===== config.mk =====
export PLATFORM = sky130hd
export DESIGN_NAME = laser_enable_sequencer
export DESIGN_NICKNAME = d
export VERILOG_FILES = /design/src/rtl/laser_enable_sequencer.sv
export SDC_FILE = /design/constraint.sdc
export NUM_CORES = 1
export LEC_CHECK = 0
export BUFFER_PORTS_ARGS = -buffer_cell sky130_fd_sc_hd__buf_2
export CAP_MARGIN = 20
export CORE_ASPECT_RATIO = 1.1
export CORE_MARGIN = 4
export CORE_UTILIZATION = 40
export CTS_CLUSTER_DIAMETER = 80
export DETAILED_ROUTE_END_ITERATION = 16
export SETUP_SLACK_MARGIN = 0.15
export SLEW_MARGIN = 40
export SYNTH_ARGS = -nofsm -noshare
export SYNTH_HDL_FRONTEND = slang
export SYNTH_SLANG_ARGS = --single-unit

===== constraint.sdc =====
create_clock -name clk -period 3.35 [get_ports clk]
set_clock_uncertainty 0.1 [all_clocks]
set_input_delay 0.335 -clock clk [delete_from_list [all_inputs] [get_ports clk]]
set_output_delay 0.335 -clock clk [all_outputs]
set_load 0.02 [all_outputs]

===== src/rtl/laser_enable_sequencer.sv =====
// Purpose : sequences laser turn-on (DAC limit load, settle, enable) and latches over-current/config faults.
// Latency : every output is registered; outputs reflect the next-state decision one clk after inputs are sampled.
// Backpr.  : none; cfg_done/fault_clear are single-cycle strobes, ignored when they arrive in the wrong state.
//
// Ports:
//   clk, rstn       - 10 MHz system clock, synchronous active-low reset
//   enable_req      - host laser-on request (level)
//   over_current    - ADC over-current flag (level, clk-synchronous)
//   fault_clear     - host fault-clear strobe
//   cfg_done        - DAC limit-load complete strobe
//   cfg_start       - DAC limit-load request strobe (first CONFIG cycle)
//   laser_en        - laser drive permitted (ACTIVE only)
//   shutdown_n      - low while a fault is latched
//   state           - current state encoding
//   fault_cause     - 01 over-current, 10 config timeout, 00 none
//   fault_count     - saturating count of FAULT entries
module laser_enable_sequencer #(
    parameter int SETTLE_CYCLES = 1000,
    parameter int CFG_TIMEOUT   = 4095,
    parameter int OC_FILTER     = 4
) (
    input  logic       clk,
    input  logic       rstn,
    input  logic       enable_req,
    input  logic       over_current,
    input  logic       fault_clear,
    input  logic       cfg_done,
    output logic       cfg_start,
    output logic       laser_en,
    output logic       shutdown_n,
    output logic [2:0] state,
    output logic [1:0] fault_cause,
    output logic [7:0] fault_count
);

    localparam int TMO_NEED = $clog2(CFG_TIMEOUT + 1);
    localparam int SET_NEED = $clog2(SETTLE_CYCLES + 1);
    localparam int TMO_W    = (TMO_NEED > 12) ? TMO_NEED : 12;
    localparam int SET_W    = (SET_NEED > 16) ? SET_NEED : 16;

    // Counters start at 0 on the first cycle of a state, so the last
    // permitted cycle is at count N-1.
    localparam logic [TMO_W-1:0] TMO_LAST = TMO_W'(CFG_TIMEOUT - 1);
    localparam logic [SET_W-1:0] SET_LAST = SET_W'(SETTLE_CYCLES - 1);
    localparam logic [7:0]       OC_MAX   = 8'(OC_FILTER);

    typedef enum logic [2:0] {
        ST_IDLE   = 3'd0,
        ST_CONFIG = 3'd1,
        ST_SETTLE = 3'd2,
        ST_ACTIVE = 3'd3,
        ST_FAULT  = 3'd4
    } state_t;

    state_t           state_q;
    state_t           state_d;
    logic [1:0]       cause_d;
    logic [7:0]       oc_cnt;
    logic [TMO_W-1:0] tmo_cnt;
    logic [SET_W-1:0] set_cnt;
    logic             oc_qual;
    logic             fault_entry;

    assign state       = state_q;
    assign oc_qual     = (oc_cnt == OC_MAX);
    assign fault_entry = (state_d == ST_FAULT) && (state_q != ST_FAULT);

    always_comb begin
        state_d = state_q;
        cause_d = fault_cause;
        // A qualified over-current overrides every other transition.
        if (oc_qual && (state_q != ST_FAULT)) begin
            state_d = ST_FAULT;
            cause_d = 2'b01;
        end else begin
            case (state_q)
                ST_IDLE: begin
                    if (enable_req) state_d = ST_CONFIG;
                end
                ST_CONFIG: begin
                    if (!enable_req) begin
                        state_d = ST_IDLE;
                    end else if (cfg_done) begin
                        state_d = ST_SETTLE;
                    end else if (tmo_cnt == TMO_LAST) begin
                        state_d = ST_FAULT;
                        cause_d = 2'b10;
                    end
                end
                ST_SETTLE: begin
                    if (!enable_req) begin
                        state_d = ST_IDLE;
                    end else if (set_cnt == SET_LAST) begin
                        state_d = ST_ACTIVE;
                    end
                end
                ST_ACTIVE: begin
                    if (!enable_req) state_d = ST_IDLE;
                end
                ST_FAULT: begin
                    // Clear only once the host has dropped the request and
                    // the over-current condition is gone.
                    if (fault_clear && !enable_req && !over_current) begin
                        state_d = ST_IDLE;
                        cause_d = 2'b00;
                    end
                end
                default: begin
                    state_d = ST_IDLE;
                    cause_d = 2'b00;
                end
            endcase
        end
    end

    always_ff @(posedge clk) begin
        if (!rstn) begin
            state_q     <= ST_IDLE;
            oc_cnt      <= 8'd0;
            tmo_cnt     <= '0;
            set_cnt     <= '0;
            cfg_start   <= 1'b0;
            laser_en    <= 1'b0;
            shutdown_n  <= 1'b1;
            fault_cause <= 2'b00;
            fault_count <= 8'd0;
        end else begin
            state_q <= state_d;

            if (!over_current) begin
                oc_cnt <= 8'd0;
            end else if (!oc_qual) begin
                oc_cnt <= oc_cnt + 8'd1;
            end

            // Counters restart on any state change, so each entry begins at 0.
            tmo_cnt <= ((state_d == ST_CONFIG) && (state_q == ST_CONFIG)) ?
                       tmo_cnt + TMO_W'(1) : '0;
            set_cnt <= ((state_d == ST_SETTLE) && (state_q == ST_SETTLE)) ?
                       set_cnt + SET_W'(1) : '0;

            // Outputs decoded from the next state so they line up with state.
            cfg_start   <= (state_d == ST_CONFIG) && (state_q != ST_CONFIG);
            laser_en    <= (state_d == ST_ACTIVE);
            shutdown_n  <= (state_d != ST_FAULT);
            fault_cause <= cause_d;

            if (fault_entry && (fault_count != 8'hFF)) begin
                fault_count <= fault_count + 8'd1;
            end
        end
    end

endmodule

# Yosys cells after proc, flatten, opt, wreduce, memory -nomap -nowiden
# Cells that the tools add are included.
# totals
reg_bits,52
input_bits,6
out_inout_bits,16
word_cells,74
# classes
add_sub_neg,4
eq_ne,24
mux,16
n_bitwise,2
n_reduce_logical,18
# ops
cell,n
two-way mux 3 bit,9
inequality test 3 bit (second input constant),6
adder 16 x 1 -> 16 bit (second input constant),1
adder 8 x 1 -> 8 bit (second input constant),2
equality test 16 x 10 -> 1 bit (second input constant),1
one-hot mux 3 bit (5 select lines),1
adder 12 x 1 -> 12 bit (second input constant),1
equality test 12 bit (second input constant),1
equality test 3 x 2 -> 1 bit (second input constant),4
AND reduction 5 bit,2
equality test 8 x 3 -> 1 bit (second input constant),1
logical AND 1 bit,8
two-way mux 2 bit,4
inequality test 2 bit (second input constant),4
inequality test 8 bit (second input constant),1
equality test 3 x 1 -> 1 bit (second input constant),2
equality test 3 bit (second input constant),2
one-hot mux 2 bit (3 select lines),1
AND reduction 2 bit,3
zero test 3 bit,1
inequality test 3 x 1 -> 1 bit (second input constant),1
OR reduction 3 bit,1
zero test 1 bit,2
inequality test 2 x 1 -> 1 bit (second input constant),1
3 further kinds,4

# Logic depth before layout (Yosys ltp)
# logic_depth
ltp_word,9
depth_mapped,10
depth_no_buf,7

# Worst setup path before layout
# Ideal clock, no wire load.
# synth_path
kind,register -> register
from,reg oc_cnt[0]
to,reg set_cnt[3]
setup_ns,0.065
arrival_time_ns,1.920
slack_ns,1.265
path_stages_with_launch,11
cell_sequence,dfxtp_1 > inv_1 > ha_1 > nor4b_2 > and3_1 > buf_6 > or3_1 > buf_2 > nand2b_1 > clkbuf_1 > nor2_1
# synth_via
elab_chain_cells,6
# synth_rtl
element,line,source
"start, declared",58,logic [7:0] oc_cnt;
"start signal, assigned",133,oc_cnt <= oc_cnt + 8'd1;
equality test 8 x 3 -> 1 bit,65,assign oc_qual = (oc_cnt == OC_MAX);
logical AND 1 bit,72,if (oc_qual && (state_q != ST_FAULT)) begin
two-way mux 3 bit,72,
equality test 3 x 2 -> 1 bit,139,set_cnt <= ((state_d == ST_SETTLE) && (state_q == ST_SETTLE)) ?
logical AND 1 bit,139,
AND reduction 2 bit (no line),n/a,
"end signal, assigned",139,
"end, declared",60,logic [SET_W-1:0] set_cnt;
# No other way between the ends.
# A chain may end at the register's enable or synchronous reset.

# Final worst setup path
# layout_path
from,reg oc_cnt[0]
to,reg fault_count[3]
# layout_via
elab_chain_cells,6
# layout_rtl
element,line,source
equality test 8 x 3 -> 1 bit,65,
logical AND 1 bit,72,
two-way mux 3 bit,72,
equality test 3 bit,66,assign fault_entry = (state_d == ST_FAULT) && (state_q != ST_FAULT);
logical AND 1 bit,66,
logical AND 1 bit,148,if (fault_entry && (fault_count != 8'hFF)) begin
"end signal, assigned",149,fault_count <= fault_count + 8'd1;
"end, declared",33,output logic [7:0] fault_count
# No other way between the ends.

==> results.md <==
* Max Transition Viols Final at 0
* Final count of negative-setup-slack endpoints at 0
* P_leak at 0.948 nW
* Vias in the first global route at 1,699
* VDD IR-drop max at 0.215 mV
* Most frequent cells in the layout: 52 x dfxtp_1, 44 x nor2_1, 21 x buf_2, 19 x nand2_1
* Filler cells at 568
* Post-CTS setup buffers at 0
* Crit path time final at 2270 ps
* Crit Path Max Fanout at 15
* Initial Util at 41.2%
* Vias at 1,824
* Final hold vios at 0
* PostCTS Resize Cnt at 0
* FF+latch count, synth at 52
* Commonest non-fill, non-tap cell in the layout: dfxtp_1
* Final period utilization at 67.8%
* Post-Syn Area at 2380 um^2
* Antenna diodes at 0
* H-tree depth at 2
* Fin nets at 300
* Final setup TNS at 0 ps
* Antenna violations before repair at 0
* Setup CP Type: flip-flop to flip-flop
* Synthesized instance count at 268
* Io pins at 22
* Clk buf depth at 2
* DRT iter0 DRCs at 60
* Share of post-route cells with drive strength above 1 at 12.2%
* CTS tree: yes
* WP data arrival at 2400 ps
* Pin count of the biggest net entering global routing at 16
* Relative slew slack at 58.4%
* Seq/Total Area, Yosys at 43.8%
* CTS Buf Count at 5
* Core Region at 5770 um^2
* Root Driver: clkbuf_8
* Hold buffer count at cts at 0
* Setup crit start kind: flip-flop
* Yosys cell types at 42
* Synth warnings at 0
* # DRC at 0
* WL/cell at 12.0 um
* Overall Global Routing Usage at 12.8%
* Worst-margin pin slew at 622 ps
* RSZ-0062 raised after global routing: false
* Pre-antenna DRT Iters at 4
* Area Growth Syn to Fin at 9.06%
* Mean area per synthesized cell at 8.87 um^2
* Max-cap violations at 0
* Syn_nets at 280
* Clk_lat worst skew at 290 ps
* TritonCTS Sinks at 52
* Port Buffers at 21
* GR Overflow Total at 0
* DPL Wire Length at 3170 um
* # rows at 29
* Hold Crit Class: input pin to flip-flop
* Clock transition at path regs at 90 ps
* Status: finished, final reports clean
* Die Wd at 81.5 um
* Die Ht at 88.8 um
* Worst hold margin at 248 ps
* Critical Path Sink Type: flip-flop
* Antenna Nets Post-Route at 0
* Post-synth EDFFs at 0
* Routability cong. at 0.808
* WP data required at 3480 ps
* Vias/cell at 5.02
* PwrDens at 378 nW/um^2
* Top_reg_cell synth: dfxtp_1
* Fmax at 440 MHz
* Die area at 7240 um^2
* Ys async rst share at 0%
* Drt total wl at 4350 um
* First-pass GRT wire length at 7350 um
sequential cells by signal, indices dropped and copies added, names as in the netlist:
| name | cells |
|---|---|
| cfg_start | 1 |
| fault_cause | 2 |
| fault_count | 8 |
| laser_en | 1 |
| oc_cnt | 8 |
| set_cnt | 16 |
| shutdown_n | 1 |
| state | 3 |
| tmo_cnt | 12 |
synth_stat cells, types with 3 or more instances:
cell type   n  share of area, %
or3_1       5               1.3
nor4_1      3              0.79
o21ai_0     6               1.3
o31ai_1     5               1.6
ha_1        6               3.2
xnor2_1    12               4.4
nor2_1     44               7.0
nand3_1    18               3.8
inv_1       9               1.4
a21oi_1    15               3.2
and4_1      3               1.1
nand2_1    19               3.0
nor3_1      5               1.1
or4_1       6               1.9
dfxtp_1    52                44
nand2b_1    3              0.79
nand4_1     6               1.6
and3_1      5               1.3
xor2_1     18               6.6
stage by stage:
stage / power, W / util [%] / cell area [um^2] / setup slack [ps] / std cells
after floorplan: 0.000662 / - / 2380 / 1270 / 268
after global placement: 0.000672 / 43.7 / 2520 / 1170 / 358
final: 0.000979 / 44.9 / 2590 / 1080 / 363
after global routing: 0.00102 / 44.9 / 2590 / 821 / 363
after detailed placement: 0.000673 / 43.7 / 2520 / 1100 / 358
after CTS: 0.000997 / 44.9 / 2590 / 1070 / 363
critical path, stage by stage (launching register included):
cell and delay [ps]:
dfxtp_1 350, inv_1 100, ha_1 150, nor4b_2 210, and3_1 390, a31oi_2 190
or4_1 570, a21oi_1 150
power breakdown:
| group | internal, W | total, W | switching, W |
|---|---|---|---|
| combinational | 0.0000119 | 0.0000328 | 0.0000208 |
| sequential | 0.000621 | 0.000625 | 0.00000401 |
| clock | 0.000135 | 0.000321 | 0.000186 |
path summary, 6_finish.rpt:
check,from,endpoint,slack [ps],cells past startpoint
max,oc_cnt[0],fault_count[3],1080,7
min reg2reg,set_cnt[0],set_cnt[0],350,1
min,rstn,shutdown_n,250,2
max reg2reg,oc_cnt[0],fault_count[3],1080,7
final cells by class:
type / count / area (um^2) / share of cell area, %
multi-input combinational: 199 / 1250 / 48.1
tap: 77 / 96.3 / 3.72
inverter: 9 / 33.8 / 1.30
sequential: 52 / 1040 / 40.2
clock buffer: 5 / 68.8 / 2.66
timing repair buffer: 21 / 105 / 4.06
per-layer routing:
layer  up-vias  track usage [%]  routed length, um
met5         -                0                  0
met4         0             5.07                 72
met3         6             2.95                107
met2        15             21.2               2010
met1       838             16.2               2150
li1        965                -                  -
kinds of logic (layout without fill, tap and decap cells):
| group | count (synthesis) | after routing | share of synthesized area, % |
|---|---|---|---|
| AO/OA/AOI/OAI | 31 | 31 | 7.90 |
| XOR/XNOR | 30 | 30 | 11.1 |
| adder cells (fa/ha/maj) | 6 | 6 | 3.16 |
| buffers and inverters | 17 | 35 | 3.74 |
| multiplexers | 1 | 1 | 0.421 |
| AND/OR/NAND/NOR | 131 | 131 | 29.9 |
| flip-flops | 52 | 52 | 43.8 |
No activity file was read; power rests on OpenSTA's default activity.
